`config.mk`:
```
export PLATFORM = sky130hd
export DESIGN_NAME = ahblite_apb_bridge_flat
export DESIGN_NICKNAME = d
export VERILOG_FILES = /design/src/rtl/ahb_apb_pkg.sv /design/src/rtl/ahblite_apb_bridge_if.sv /design/src/rtl/ahblite_apb_bridge.sv /design/src/flat_wrapper.sv
export SDC_FILE = /design/constraint.sdc
export NUM_CORES = 1
export LEC_CHECK = 0
export ABC_AREA = 1
export ABC_CLOCK_PERIOD_IN_PS = 1100
export BUFFER_PORTS_ARGS = -buffer_cell sky130_fd_sc_hd__buf_2
export CAP_MARGIN = 10
export CORE_MARGIN = 1
export CORE_UTILIZATION = 40
export CTS_CLUSTER_DIAMETER = 40
export DETAILED_ROUTE_END_ITERATION = 6
export PLACE_DENSITY_LB_ADDON = 0.12
export SYNTH_ARGS = -nofsm -noshare
export SYNTH_HDL_FRONTEND = slang
export SYNTH_SLANG_ARGS = --single-unit
```
`constraint.sdc`:
```
create_clock -name clk -period 1.1 [get_ports clk]
set_input_delay 0.055 -clock clk [delete_from_list [all_inputs] [get_ports clk]]
set_output_delay 0.055 -clock clk [all_outputs]
set_load 0.02 [all_outputs]
```
`src/rtl/ahb_apb_pkg.sv`:
```
// Shared types and helpers for the AHB-Lite to APB4 bridge.
package ahb_apb_pkg;

  typedef enum logic [1:0] {
    HTRANS_IDLE   = 2'd0,
    HTRANS_BUSY   = 2'd1,
    HTRANS_NONSEQ = 2'd2,
    HTRANS_SEQ    = 2'd3
  } htrans_e;

  localparam logic [2:0] HSIZE_BYTE = 3'd0;
  localparam logic [2:0] HSIZE_HALF = 3'd1;
  localparam logic [2:0] HSIZE_WORD = 3'd2;

  typedef enum logic [2:0] {
    ST_IDLE   = 3'd0,
    ST_SETUP  = 3'd1,
    ST_ACCESS = 3'd2,
    ST_ERR1   = 3'd3,
    ST_ERR2   = 3'd4
  } bridge_state_e;

  // Byte lanes touched by a write; reads never drive strobes.
  function automatic logic [3:0] apb_strb(input logic [2:0] hsize,
                                          input logic [1:0] addr,
                                          input logic       write);
    logic [3:0] strb;
    strb = 4'h0;
    if (write) begin
      case (hsize)
        HSIZE_BYTE: strb = 4'b0001 << addr;
        HSIZE_HALF: strb = 4'b0011 << {addr[1], 1'b0};
        default:    strb = 4'hF;
      endcase
    end
    return strb;
  endfunction

endpackage

```
`src/rtl/ahblite_apb_bridge_if.sv`:
```
// AHB-Lite slave port and APB4 master port of the bridge, bundled.
interface ahblite_apb_bridge_if #(
  parameter int unsigned AHB_AW = 32,
  parameter int unsigned AHB_DW = 32,
  parameter int unsigned APB_AW = 16
);
  logic              hready;
  logic              hsel;
  logic [AHB_AW-1:0] haddr;
  logic              hwrite;
  logic [1:0]        htrans;
  logic [2:0]        hsize;
  logic [2:0]        hburst;
  logic [3:0]        hprot;
  logic [AHB_DW-1:0] hwdata;
  logic              hmastlock;
  logic              hreadyout;
  logic              hresp;
  logic [AHB_DW-1:0] hrdata;
  logic              psel;
  logic              penable;
  logic              pwrite;
  logic [APB_AW-1:0] paddr;
  logic [AHB_DW-1:0] pwdata;
  logic [3:0]        pstrb;
  logic [2:0]        pprot;
  logic [AHB_DW-1:0] prdata;
  logic              pready;
  logic              pslverr;

  // Bridge view: AHB slave inputs plus APB completer responses in.
  modport slave (
    input  hready, hsel, haddr, hwrite, htrans, hsize, hburst, hprot, hwdata, hmastlock,
    input  prdata, pready, pslverr,
    output hreadyout, hresp, hrdata,
    output psel, penable, pwrite, paddr, pwdata, pstrb, pprot
  );

  // Environment view: AHB master and APB completer.
  modport master (
    output hready, hsel, haddr, hwrite, htrans, hsize, hburst, hprot, hwdata, hmastlock,
    output prdata, pready, pslverr,
    input  hreadyout, hresp, hrdata,
    input  psel, penable, pwrite, paddr, pwdata, pstrb, pprot
  );
endinterface

```
`src/rtl/ahblite_apb_bridge.sv`:
```
// AHB-Lite slave to APB4 master bridge: one APB SETUP+ACCESS per NONSEQ/SEQ beat.
// Optional: define AHB_APB_BRIDGE_PSLVERR_EN to turn PSLVERR into a two-cycle AHB ERROR.
module ahblite_apb_bridge
  import ahb_apb_pkg::*;
#(
  parameter int unsigned AHB_AW = 32,
  parameter int unsigned AHB_DW = 32,
  parameter int unsigned APB_AW = 16
) (
  input logic                 clk,
  input logic                 rst,
  ahblite_apb_bridge_if.slave bus
);

  bridge_state_e     state_q, state_d;
  logic              accept_c, done_c, err_c;
  logic              psel_d, penable_d, hreadyout_d;
  logic              psel_q, penable_q, hreadyout_q, pwrite_q;
  logic [APB_AW-1:0] paddr_q;
  logic [AHB_DW-1:0] pwdata_q, hrdata_q;
  logic [3:0]        pstrb_q;
  logic [2:0]        pprot_q;
`ifdef AHB_APB_BRIDGE_PSLVERR_EN
  logic              hresp_d, hresp_q;
`endif
  logic              unused_ok;

  // Next-state and next-output decode.
  always_comb begin
    state_d     = state_q;
    accept_c    = hreadyout_q & bus.hready & bus.hsel & bus.htrans[1];
    done_c      = 1'b0;
    err_c       = 1'b0;
    psel_d      = 1'b0;
    penable_d   = 1'b0;
    hreadyout_d = 1'b1;
`ifdef AHB_APB_BRIDGE_PSLVERR_EN
    hresp_d     = 1'b0;
`endif
    case (state_q)
      ST_IDLE:   if (accept_c) state_d = ST_SETUP;
      ST_SETUP:  state_d = ST_ACCESS;
      ST_ACCESS: begin
        if (bus.pready) begin
          done_c  = 1'b1;
          state_d = ST_IDLE;
`ifdef AHB_APB_BRIDGE_PSLVERR_EN
          if (bus.pslverr) begin
            err_c   = 1'b1;
            state_d = ST_ERR1;
          end
`endif
        end
      end
`ifdef AHB_APB_BRIDGE_PSLVERR_EN
      ST_ERR1:   state_d = ST_ERR2;
      ST_ERR2:   state_d = accept_c ? ST_SETUP : ST_IDLE;
`endif
      default:   state_d = ST_IDLE;
    endcase

    case (state_d)
      ST_SETUP: begin
        psel_d      = 1'b1;
        hreadyout_d = 1'b0;
      end
      ST_ACCESS: begin
        psel_d      = 1'b1;
        penable_d   = 1'b1;
        hreadyout_d = 1'b0;
      end
`ifdef AHB_APB_BRIDGE_PSLVERR_EN
      ST_ERR1: begin
        hreadyout_d = 1'b0;
        hresp_d     = 1'b1;
      end
      ST_ERR2: hresp_d = 1'b1;
`endif
      default: ;
    endcase
  end

  // State register.
  always_ff @(posedge clk or negedge rst) begin
    if (!rst) state_q <= ST_IDLE;
    else      state_q <= state_d;
  end

  // Registered bus outputs, transfer attributes and captured read data.
  always_ff @(posedge clk or negedge rst) begin
    if (!rst) begin
      psel_q      <= 1'b0;
      penable_q   <= 1'b0;
      hreadyout_q <= 1'b1;
      pwrite_q    <= 1'b0;
      paddr_q     <= '0;
      pwdata_q    <= '0;
      pstrb_q     <= 4'h0;
      pprot_q     <= 3'h0;
      hrdata_q    <= '0;
    end else begin
      psel_q      <= psel_d;
      penable_q   <= penable_d;
      hreadyout_q <= hreadyout_d;
      if (state_d == ST_SETUP) begin
        paddr_q  <= bus.haddr[APB_AW-1:0];
        pwrite_q <= bus.hwrite;
        pstrb_q  <= apb_strb(bus.hsize, bus.haddr[1:0], bus.hwrite);
        pprot_q  <= {~bus.hprot[0], 1'b0, bus.hprot[1]};
      end
      if (state_q == ST_SETUP) pwdata_q <= bus.hwdata;
      if (done_c && !err_c && !pwrite_q) hrdata_q <= bus.prdata;
    end
  end

`ifdef AHB_APB_BRIDGE_PSLVERR_EN
  // Two-cycle error response flag.
  always_ff @(posedge clk or negedge rst) begin
    if (!rst) hresp_q <= 1'b0;
    else      hresp_q <= hresp_d;
  end

  assign bus.hresp = hresp_q;
  assign unused_ok = ^{bus.hburst, bus.hmastlock, bus.hprot[3:2], bus.haddr[AHB_AW-1:APB_AW]};
`else
  assign bus.hresp = 1'b0;
  assign unused_ok = ^{bus.hburst, bus.hmastlock, bus.hprot[3:2], bus.haddr[AHB_AW-1:APB_AW],
                       bus.pslverr};
`endif

  // HWDATA is only valid from SETUP onward, so it is forwarded then and held after.
  assign bus.pwdata    = (state_q == ST_SETUP) ? bus.hwdata : pwdata_q;
  assign bus.psel      = psel_q;
  assign bus.penable   = penable_q;
  assign bus.pwrite    = pwrite_q;
  assign bus.paddr     = paddr_q;
  assign bus.pstrb     = pstrb_q;
  assign bus.pprot     = pprot_q;
  assign bus.hreadyout = hreadyout_q;
  assign bus.hrdata    = hrdata_q;

endmodule
```
`src/flat_wrapper.sv`:
```
// flat-port wrapper written by rule: the top's interface ports become plain ports
module ahblite_apb_bridge_flat import ahb_apb_pkg::*;
#(
  parameter int unsigned AHB_AW = 32,
  parameter int unsigned AHB_DW = 32,
  parameter int unsigned APB_AW = 16
)
  (clk, rst, bus_hready, bus_hsel, bus_haddr, bus_hwrite, bus_htrans, bus_hsize, bus_hburst, bus_hprot, bus_hwdata, bus_hmastlock, bus_prdata, bus_pready, bus_pslverr, bus_hreadyout, bus_hresp, bus_hrdata, bus_psel, bus_penable, bus_pwrite, bus_paddr, bus_pwdata, bus_pstrb, bus_pprot);
  ahblite_apb_bridge_if #(.AHB_AW(AHB_AW), .AHB_DW(AHB_DW), .APB_AW(APB_AW)) bus_i ();
  input logic clk;
  input logic rst;
  input wire logic [$bits(bus_i.hready)-1:0] bus_hready;
  input wire logic [$bits(bus_i.hsel)-1:0] bus_hsel;
  input wire logic [$bits(bus_i.haddr)-1:0] bus_haddr;
  input wire logic [$bits(bus_i.hwrite)-1:0] bus_hwrite;
  input wire logic [$bits(bus_i.htrans)-1:0] bus_htrans;
  input wire logic [$bits(bus_i.hsize)-1:0] bus_hsize;
  input wire logic [$bits(bus_i.hburst)-1:0] bus_hburst;
  input wire logic [$bits(bus_i.hprot)-1:0] bus_hprot;
  input wire logic [$bits(bus_i.hwdata)-1:0] bus_hwdata;
  input wire logic [$bits(bus_i.hmastlock)-1:0] bus_hmastlock;
  input wire logic [$bits(bus_i.prdata)-1:0] bus_prdata;
  input wire logic [$bits(bus_i.pready)-1:0] bus_pready;
  input wire logic [$bits(bus_i.pslverr)-1:0] bus_pslverr;
  output wire logic [$bits(bus_i.hreadyout)-1:0] bus_hreadyout;
  output wire logic [$bits(bus_i.hresp)-1:0] bus_hresp;
  output wire logic [$bits(bus_i.hrdata)-1:0] bus_hrdata;
  output wire logic [$bits(bus_i.psel)-1:0] bus_psel;
  output wire logic [$bits(bus_i.penable)-1:0] bus_penable;
  output wire logic [$bits(bus_i.pwrite)-1:0] bus_pwrite;
  output wire logic [$bits(bus_i.paddr)-1:0] bus_paddr;
  output wire logic [$bits(bus_i.pwdata)-1:0] bus_pwdata;
  output wire logic [$bits(bus_i.pstrb)-1:0] bus_pstrb;
  output wire logic [$bits(bus_i.pprot)-1:0] bus_pprot;
  assign bus_i.hready = bus_hready;
  assign bus_i.hsel = bus_hsel;
  assign bus_i.haddr = bus_haddr;
  assign bus_i.hwrite = bus_hwrite;
  assign bus_i.htrans = bus_htrans;
  assign bus_i.hsize = bus_hsize;
  assign bus_i.hburst = bus_hburst;
  assign bus_i.hprot = bus_hprot;
  assign bus_i.hwdata = bus_hwdata;
  assign bus_i.hmastlock = bus_hmastlock;
  assign bus_i.prdata = bus_prdata;
  assign bus_i.pready = bus_pready;
  assign bus_i.pslverr = bus_pslverr;
  assign bus_hreadyout = bus_i.hreadyout;
  assign bus_hresp = bus_i.hresp;
  assign bus_hrdata = bus_i.hrdata;
  assign bus_psel = bus_i.psel;
  assign bus_penable = bus_i.penable;
  assign bus_pwrite = bus_i.pwrite;
  assign bus_paddr = bus_i.paddr;
  assign bus_pwdata = bus_i.pwdata;
  assign bus_pstrb = bus_i.pstrb;
  assign bus_pprot = bus_i.pprot;
  ahblite_apb_bridge #(.AHB_AW(AHB_AW), .AHB_DW(AHB_DW), .APB_AW(APB_AW)) u_core (.clk(clk), .rst(rst), .bus(bus_i));
endmodule
```
Yosys cells after proc, flatten, opt, wreduce, memory -nomap -nowiden
Index checks and enable logic that the tools add are counted.
Cells by class
  equality and inequality tests: 5
  reduce and logical (&&, ||, !) cells: 5
  bitwise operators: 4
  mux-type cells: 11
  shifts and indexed selects: 2
Operator list (count)
  32-bit 2-to-1 mux: 1
  3-bit by 1-bit == test with 1-bit output (second input constant): 3
  3-bit case mux with 3 select lines: 1
  4-bit case mux with 2 select lines: 1
  3-bit by 2-bit == test with 1-bit output (second input constant): 2
  3-bit zero test: 2
  3-bit 2-to-1 mux: 2
  1-bit 2-to-1 mux: 5
  4-bit 2-to-1 mux: 1
  1-bit by 2-bit left shift with 4-bit output (first input constant): 1
  2-bit by 2-bit left shift with 4-bit output (first input constant): 1
  1-bit AND: 3
  2-bit OR reduction: 1
  1-bit logical AND: 1
  1-bit zero test: 1
  1-bit NOT: 1
Word-level totals
  input port bits: 116
  logic and storage cells: 37
  output and inout bits: 92
  bits in registers: 93

Depth between registers and ports, before layout
Gate-level depths: netlist of run 1.
  depth after elaboration: 8
  depth in mapped cells: 7
  depth with buffers taken out: 6

Least setup slack after synthesis of run 1
No wires, ideal clock.
  path kind: register to register
  from: register u_core.hreadyout_q, in the netlist u_core.bus.hreadyout
  to: register u_core.pstrb_q[0], in the netlist u_core.bus.pstrb[0]
  data arrival time: 1.184 ns
  buffers on the path: 1
  period minus slack after synthesis: 1.301 ns
  stages on the path, launching flop included: 7
  setup slack: -0.201 ns
  setup time: 0.117 ns
  required time: 0.983 ns
  cells stage by stage: dfstp_2 nand2_1 nor2_1 nand3_1 buf_2 nand2_1 nand2_1
On the way
  word-level cells in the longest chain between the ends: 6
RTL lines
  start: declaration: RTL line ahblite_apb_bridge.sv:18  | logic psel_q, penable_q, hreadyout_q, pwrite_q;
  start signal: assignment: RTL line ahblite_apb_bridge.sv:104  | hreadyout_q <= hreadyout_d;
  1-bit AND (3 in a row): RTL line ahblite_apb_bridge.sv:31  | accept_c = hreadyout_q & bus.hready & bus.hsel & bus.htrans[1];
  3-bit 2-to-1 mux: RTL line ahblite_apb_bridge.sv:41  | ST_IDLE: if (accept_c) state_d = ST_SETUP;
  3-bit case mux with 3 select lines: RTL line ahblite_apb_bridge.sv:40  | case (state_q)
  3-bit by 1-bit == test with 1-bit output: RTL line ahblite_apb_bridge.sv:105  | if (state_d == ST_SETUP) begin
  end signal: assignment: RTL line ahblite_apb_bridge.sv:108  | pstrb_q <= apb_strb(bus.hsize, bus.haddr[1:0], bus.hwrite);
  end: declaration: RTL line ahblite_apb_bridge.sv:21  | logic [3:0] pstrb_q;
No other way between the ends.
A chain may end at the register's enable or synchronous reset.

Worst setup path after layout of run 1
  from: register u_core.state_q[1]
  to: output port bus_pwdata[24]
On the way
  word-level cells in the longest chain between the ends: 2
RTL lines
  start: declaration: RTL line ahblite_apb_bridge.sv:15  | bridge_state_e state_q, state_d;
  start signal: assignment: RTL line ahblite_apb_bridge.sv:86  | else state_q <= state_d;
  3-bit by 1-bit == test with 1-bit output: RTL line ahblite_apb_bridge.sv:132  | assign bus.pwdata = (state_q == ST_SETUP) ? bus.hwdata : pwdata_q;
  32-bit 2-to-1 mux: RTL line ahblite_apb_bridge.sv:132
  end: declaration: RTL line flat_wrapper.sv:32  | output wire logic [$bits(bus_i.pwdata)-1:0] bus_pwdata;
No other way between the ends.

==> results of run 1 <==
final cells by class:
type	instances	area, um^2	area share
inverter	6	22.5	0.00296
tap	108	135	0.0177
timing repair buffer	338	2980	0.391
clock buffer	10	138	0.0181
clock inverter	6	86.3	0.0113
sequential	93	2330	0.306
multi-input combinational	288	1930	0.254
worst max path at each step:
stage / end / cells past startpoint / start / slack, ps
after global routing: bus_pwdata[24] / 4 / u_core.state_q[0]$_DFF_PN0_ / -670
after detailed placement: u_core.bus.hrdata[29]$_DFFE_PN0P_ / 4 / u_core.state_q[0]$_DFF_PN0_ / -270
after floorplan: u_core.bus.pstrb[0]$_DFFE_PN0N_ / 6 / u_core.bus.hreadyout$_DFF_PN1_ / -160
after CTS: bus_pwdata[17] / 6 / u_core.state_q[2]$_DFF_PN0_ / -510
after global placement: u_core.bus.hrdata[11]$_DFFE_PN0P_ / 4 / u_core.state_q[0]$_DFF_PN0_ / -210
final: bus_pwdata[24] / 6 / u_core.state_q[1]$_DFF_PN0_ / -610
layer usage:
metal / vias to the layer above / track usage / wire length, um
li1: 1945 / - / -
met1: 2198 / 0.313 / 5740
met2: 227 / 0.502 / 9240
met3: 47 / 0.0616 / 898
met4: 0 / 0.114 / 601
met5: - / 0 / 0
cell families (layout without fill, tap and decap cells):
kind of cell | after synthesis | after routing | share of synthesized area
flops | 93 | 93 | 0.632
other cells | 1 | 3 | 0.00102
compound gates | 4 | 4 | 0.00543
buf+inv | 31 | 360 | 0.0435
simple gates | 281 | 281 | 0.318
synthesized netlist by cell type, drive strengths merged:
library cell	number	share of area
dfstp	1	0.0071
clkbuf	9	0.0092
nand2	203	0.21
dfrtp	92	0.63
conb	1	0.0010
nor3b	1	0.0051
nand3	71	0.096
nor2	6	0.0088
inv	6	0.0061
buf	16	0.028
o21ai	4	0.0054
registers in the layout (all words and copies together), names as in the netlist:
register              flops
u_core.bus.hrdata        32
u_core.pwdata_q          32
u_core.bus.paddr         16
u_core.bus.pstrb          4
u_core.state_q            3
u_core.bus.pprot          2
u_core.bus.hreadyout      1
u_core.bus.penable        1
u_core.bus.psel           1
u_core.bus.pwrite         1
layout by cell type (no fill, tap or decap):
cell type,count
nand2_2,78
dfstp_2,1
nor2_4,2
clkbuf_8,10
nand3_1,33
o21ai_1,1
dfrtp_1,92
buf_6,59
nor3b_4,1
clkinv_4,1
conb_1,3
buf_16,7
clkinv_2,2
clkinvlp_4,1
nor2_1,3
clkbuf_16,4
o21ai_0,2
buf_12,11
nand3_2,32
nand2_4,39
buf_2,147
nand3_4,6
o21ai_2,1
inv_1,6
buf_4,23
bufinv_16,2
nand2_1,86
dlygate4sd3_1,83
nor2_2,1
buf_8,4
per-stage QoR:
step	hold WS, ps	power, uW
final	4.83	12300
after global placement	-41.6	7590
after CTS	7.14	10900
after floorplan	-241	6380
after global routing	18.9	12800
after detailed placement	-34.3	7670
where the power goes:
group | switching [uW] | internal [uW] | total (uW) | leakage [uW]
registers | 565 | 4180 | 4740 | 0.00116
clock network | 1270 | 1340 | 2610 | 0.000112
logic | 2630 | 2290 | 4920 | 0.00262
worst register-to-register path: stages, from the launching register on:
cell and delay (ps):
dfrtp_1 420, nor2_4 170, buf_8 170, buf_4 120, buf_6 110, nand3_4 130
buf_6 170, buf_12 120, nand2_1 50, nand2_1 60
what timing repair did:
item / in CTS / in global routing
pin swaps: 8 / 46
hold endpoints to repair: 179 / 0
gates cloned: 11 / 5
buffers inserted: 15 / 26
hold buffers: 83 / 0
gates resized for setup: 108 / 179
endpoints found under the setup margin: 125 / 125
==> run summary, run 1 <==
At the end of the flow, the number of nets in the layout was 852. The logs give 0 for the total grt overflow and 14 for the number of remaining DRC errors. Summed over all failing endpoints, the final setup total negative slack is -45,640 ps. After routing the design area is 0.00762 mm^2. The portion of the clock cycle consumed by the worst path in the final layout is 1.55, and the number of buffer and inverter stages on the critical path is 3. The starting utilization of the core area came out at 0.418. The run gives 0 as the diode insertion count for antenna repair. The share of the yosys chip area belonging to registers came out at 0.632.

The library cell appearing most often on the critical path was buf_8. For this run, the top clock speed supported by timing is 586 MHz. The first global-routing pass estimated 20,800 um of wire. Power spread over the standard cell area amounts to 1610 mW/mm^2. The tools report the total core area as 0.00881 mm^2.

The setup path with the least slack is of type flop to output port. The logs give -550 ps for the setup slack of the worst register-to-register path and 34 for the maximum number of pins on one net before global-route repair. In this run the tool buffered the top-level ports with 181 buffer cells.

Synthesis handed over a netlist of 410 instances. The area growth from synthesis to layout works out to 107%. The routed design has 16,500 um of wire. 208 I/O pins were placed. The H-tree depth reported by CTS is 3.

Overall die width: 98.0 um. On the critical path, the stage with the largest delay is an instance of dfrtp_1. A synthesized cell averages 8.98 um^2. The fill cell total of the finished layout came out at 428.

The worst hold path was traced through 4 stages. Walking the worst path, the cells encountered are nor2_4, buf_8, buf_8, nand3_1, nand2_2, buf_6. The number of antenna violations at the first check in global routing is 0. The path class of the tightest hold or removal check is primary input to flop. For the final number of max-transition violations, the log shows 0.

The largest delay contributor family on the critical path is buffers and inverters. The number of placed instances, taps included, is 700. The site row count came out at 34. The checks that failed: DRC, setup timing.

The run gives 7 as the first-pass iteration count of the detailed router. The overall via count from detail_route was 4,417. The worst register-to-register path ends at u_core.bus.paddr[5]$_DFFE_PN0N_.

The number of hold violations in the final report is 0. The worst hold endpoint is u_core.bus.penable$_DFF_PN0_. The count of final setup violators came out at 125. The logs give -274 ps for the post-placement worst setup slack and 0.00109 V for the peak ir drop on the vdd network.

Leaving out filler cells and counting taps, the final layout contains 849. The clock tree root buffer cell was clkbuf_8. The clock transition at the registers of the reported paths was 100 ps. Routability-driven placement finished with a final weighted congestion of 0.770.

Largest incremental delay on the critical path: 420 ps. The tools report the worst clock skew on the final layout as 15.3 ps. STA classifies the critical path endpoint as an output port. The CTS buffer count is 9. The insertion delay to the later sink of the worst-skew pair came out at 360 ps. The average detailed-routed wire length per instance works out to 19.4 um. The via count of the first global-routing pass is 4,259.

The arrival time at the worst endpoint is 1650 ps. The worst hold path begins at bus_pready. For the finished layout, the period the worst path requires is 1710 ps. The die covers 0.00960 mm^2.

The detailed router finished its first iteration with 214 violations. The antenna violation net count after detailed routing was 0; the height of the die was 98.0 um. Fraction of final layout cells sized beyond drive strength 1: 0.583.

The per-cell via count in the routed design came out at 5.20. For the leakage power total, the log shows 0.00389 uW. Detailed placement ended at an HPWL of 6750 um.

The worst setup slack after layout was -608 ps. The worst setup path is launched from a flop. Source of the worst register-to-register timing path: u_core.state_q[1]$_DFF_PN0_. TritonCTS built the clock tree. The flow ran to the end, but the final reports show violations. Max-cap violations in this run came to 0. The biggest fanout along the worst timing path came out at 7.

The area of the mapped netlist was 0.00368 mm^2. The count of cell types in the netlist is 16, and the flop and latch count out of synthesis is 93. The overall fraction of global-route tracks in use was 0.277; the maximum buffer depth of the clock tree was 2.

In this run the cell area measured after placement is 0.00495 mm^2. Measured in cells, the most critical reg-to-reg path has a length of 9. The clock drives 93 sinks. Setup repair after global routing could not meet its margin everywhere.

The worst endpoint required time was 1040 ps; the share of the core filled with cells in the final layout was 0.865. For this run, the number of Yosys warnings is 0.
Power figures use the tool's default switching activity.
==> run 2: changes to the inputs <==
BUFFER_PORTS_ARGS = not set   (was -buffer_cell sky130_fd_sc_hd__buf_2)
CORE_MARGIN = 5   (was 1)
DONT_BUFFER_PORTS = 1   (was not set)
GPL_TIMING_DRIVEN = 0   (was not set)
==> run summary, run 2 (synthesis results as in run 1) <==
The flow ran to the end, but the final reports show violations. The checks that failed: hold timing, setup timing. The floorplan has 35 rows. The starting utilization of the core area was 0.404; the number of hold buffers added after cts was 87.

After detailed routing, the average wire length per cell comes to 17.2 um. The number of hold violations in the final report was 93. The time the worst path needs with I/O delays and setup was 1560 ps; the I/O pin total was 208. The largest incremental delay on the critical path was 410 ps. STA classifies the critical path startpoint as a flop.

Entering global routing, the biggest net connects 94 pins. The total of buffers placed on input and output ports was 0. Across the run, the number of max-cap violations was 0. The area growth from synthesis to layout is 60.0%.

Counting buffers and inverters, the worst setup path is 5 cells deep. The number of buffer and inverter stages on the critical path was 2. For the insertion delay to the later sink of the worst-skew pair, the log shows 360 ps. Setup repair after global routing could not meet its margin everywhere.

The area of the die was 0.0112 mm^2; the maximum buffer depth of the clock tree was 2. The final number of max-transition violations was 0. For the leakage power total, the log shows 0.00283 uW. The floorplan step set the die width to 106 um.

In this run the power density over the cells is 1640 mW/mm^2. The number of cells on the worst reg-to-reg path was 8; the number of antenna violations at the first check in global routing was 0. Among all stages on the critical path, the largest delay is contributed by dfrtp_1.

In this run the worst hold path is classified as primary input to async pin. The critical setup path kind is flop to output port. Timing would allow up to 643 MHz. The count of nets left with antenna violations once routing finished came out at 0. After layout, the design draws a total of 9680 uW. The overall via count from detail_route is 3,243, and the number of DRC markers in iteration 0 is 145. Between clock sinks in the finished design, the worst skew comes to 18.5 ps. Leaving out fill and tap cells, the most frequent cells in the layout are nand2_1, dfrtp_1, dlygate4sd3_1, nand3_1, nand2_4.

The run gives 653 as the number of nets in the layout. The first global-routing pass estimated 17,700 um of wire. After detailed routing, the number of remaining DRC violations is 0. The via count of the first global-routing pass is 3,509. The worst setup slack after layout was -456 ps. The largest delay contributor family on the critical path was simple AND/OR/NAND/NOR gates. The run gives 123 as the count of final setup violators. The post-placement worst setup slack was -382 ps; the final weighted congestion of routability-driven global placement was 0.782. Leaving out fill and tap cells, the most frequent cell in the layout is nand2_1. Global routing finished with a remaining overflow of 0. For the final routed database, the setup TNS stands at -35,170 ps. The region available for standard cell placement spans 0.00911 mm^2. Clock-pin slew was measured on the worst setup and hold paths at 110 ps.

VDD sags by at most 0.000909 V. Per-cell via count in the routed design: 4.97. The portion of the clock cycle consumed by the worst path in the final layout was 1.41. The final routed wirelength across all metal layers was 11,300 um; the first-pass iteration count of the detailed router was 4. The overall fraction of global-route tracks in use was 0.199; the fill cell total of the finished layout was 692. The diode insertion count for antenna repair is 0. The signal on the critical path passes through nor2_4, buf_12, buf_8, nand3_1, nand2_4.

The worst setup path is captured at an output port. Along the worst path, the maximum fanout reaches 10. The share of the core filled with cells in the final layout is 0.647. The height of the die was 106 um.

The H-tree was split into 3 levels. The tools report the arrival time at the worst endpoint as 1500 ps. TritonCTS built the clock tree. The tools report the CTS buffer count as 9.

Fraction of final layout cells sized beyond drive strength 1: 0.319. The number of sinks handled by clock tree synthesis is 93, and the post-detailed-placement half-perimeter wirelength is 6500 um. The clock tree root buffer cell is clkbuf_8.

The smallest hold slack came out at -613 ps. Data on the critical path is required at its endpoint by 1040 ps.
## run 2: changes by cell type in the layout (fill, tap and decap cells not counted), moves of 6 or more
cell     before  now
buf_2       147    2
buf_4        23   10
buf_16        7    1
buf_6        59   24
nand2_1      86  128
nand3_1      33   49
buf_12       11    1
nand2_2      78   31
nand3_2      32   20
## run 2: cell type report
cell class                      count  area, um^2  share of cell area
Tap cell                          111         139              0.0236
Clock buffer                       10         128              0.0217
Inverter                            6        22.5             0.00382
Sequential cell                    93        2330               0.395
Timing Repair Buffer              113        1180               0.201
Buffer                             25         259              0.0439
Multi-Input combinational cell    289        1790               0.303
Clock inverter                      6        45.0             0.00764
## run 2: path summary, 6_finish.rpt
path / startpoint / endpoint / slack (ps)
setup / recovery: u_core.state_q[1]$_DFF_PN0_ / bus_pwdata[13] / -460
hold / removal: rst / u_core.pwdata_q[12]$_DFF_PN0_ / -610
min in group clk: bus_hsel / u_core.bus.paddr[1]$_DFFE_PN0N_ / 50
max in group asynchronous: rst / u_core.bus.hreadyout$_DFF_PN1_ / 1500
setup reg to reg: u_core.state_q[1]$_DFF_PN0_ / u_core.bus.pstrb[1]$_DFFE_PN0N_ / -390
hold reg to reg: u_core.pwdata_q[21]$_DFF_PN0_ / u_core.pwdata_q[21]$_DFF_PN0_ / 540
## run 2: repair_timing
item / CTS / global route
endpoints found under the hold margin: 184 / 93
gates cloned: 10 / 3
resized for setup: 96 / 81
endpoints found under the setup margin: 124 / 124
pin swaps: 8 / 29
setup buffers: 14 / 2
## run 2: report_power, final
group	switching (uW)	internal, uW	total, uW
sequential	1090	4170	5260
clock	1240	845	2090
combinational	1400	937	2340
## run 2: routing by layer
layer	GRT usage	up-vias	part of all wire
met5	0	-	0
li1	-	1544	-
met4	0.0648	0	0.016
met3	0.0698	11	0.078
met1	0.233	1563	0.40
met2	0.340	125	0.50
## run 2: worst reg2reg max path: cells and delay by family, from the launching register on
kind	cells	cell delay [ps]
and+or+nand+nor	5	580
DFF	1	410
buffers and inverters	3	450
## run 2: metrics by stage
step / cells / area [um^2]
after global routing: 653 / 5890
after detailed placement: 523 / 3940
after floorplan: 412 / 3800
final: 653 / 5890
after global placement: 523 / 3940
after CTS: 650 / 5540
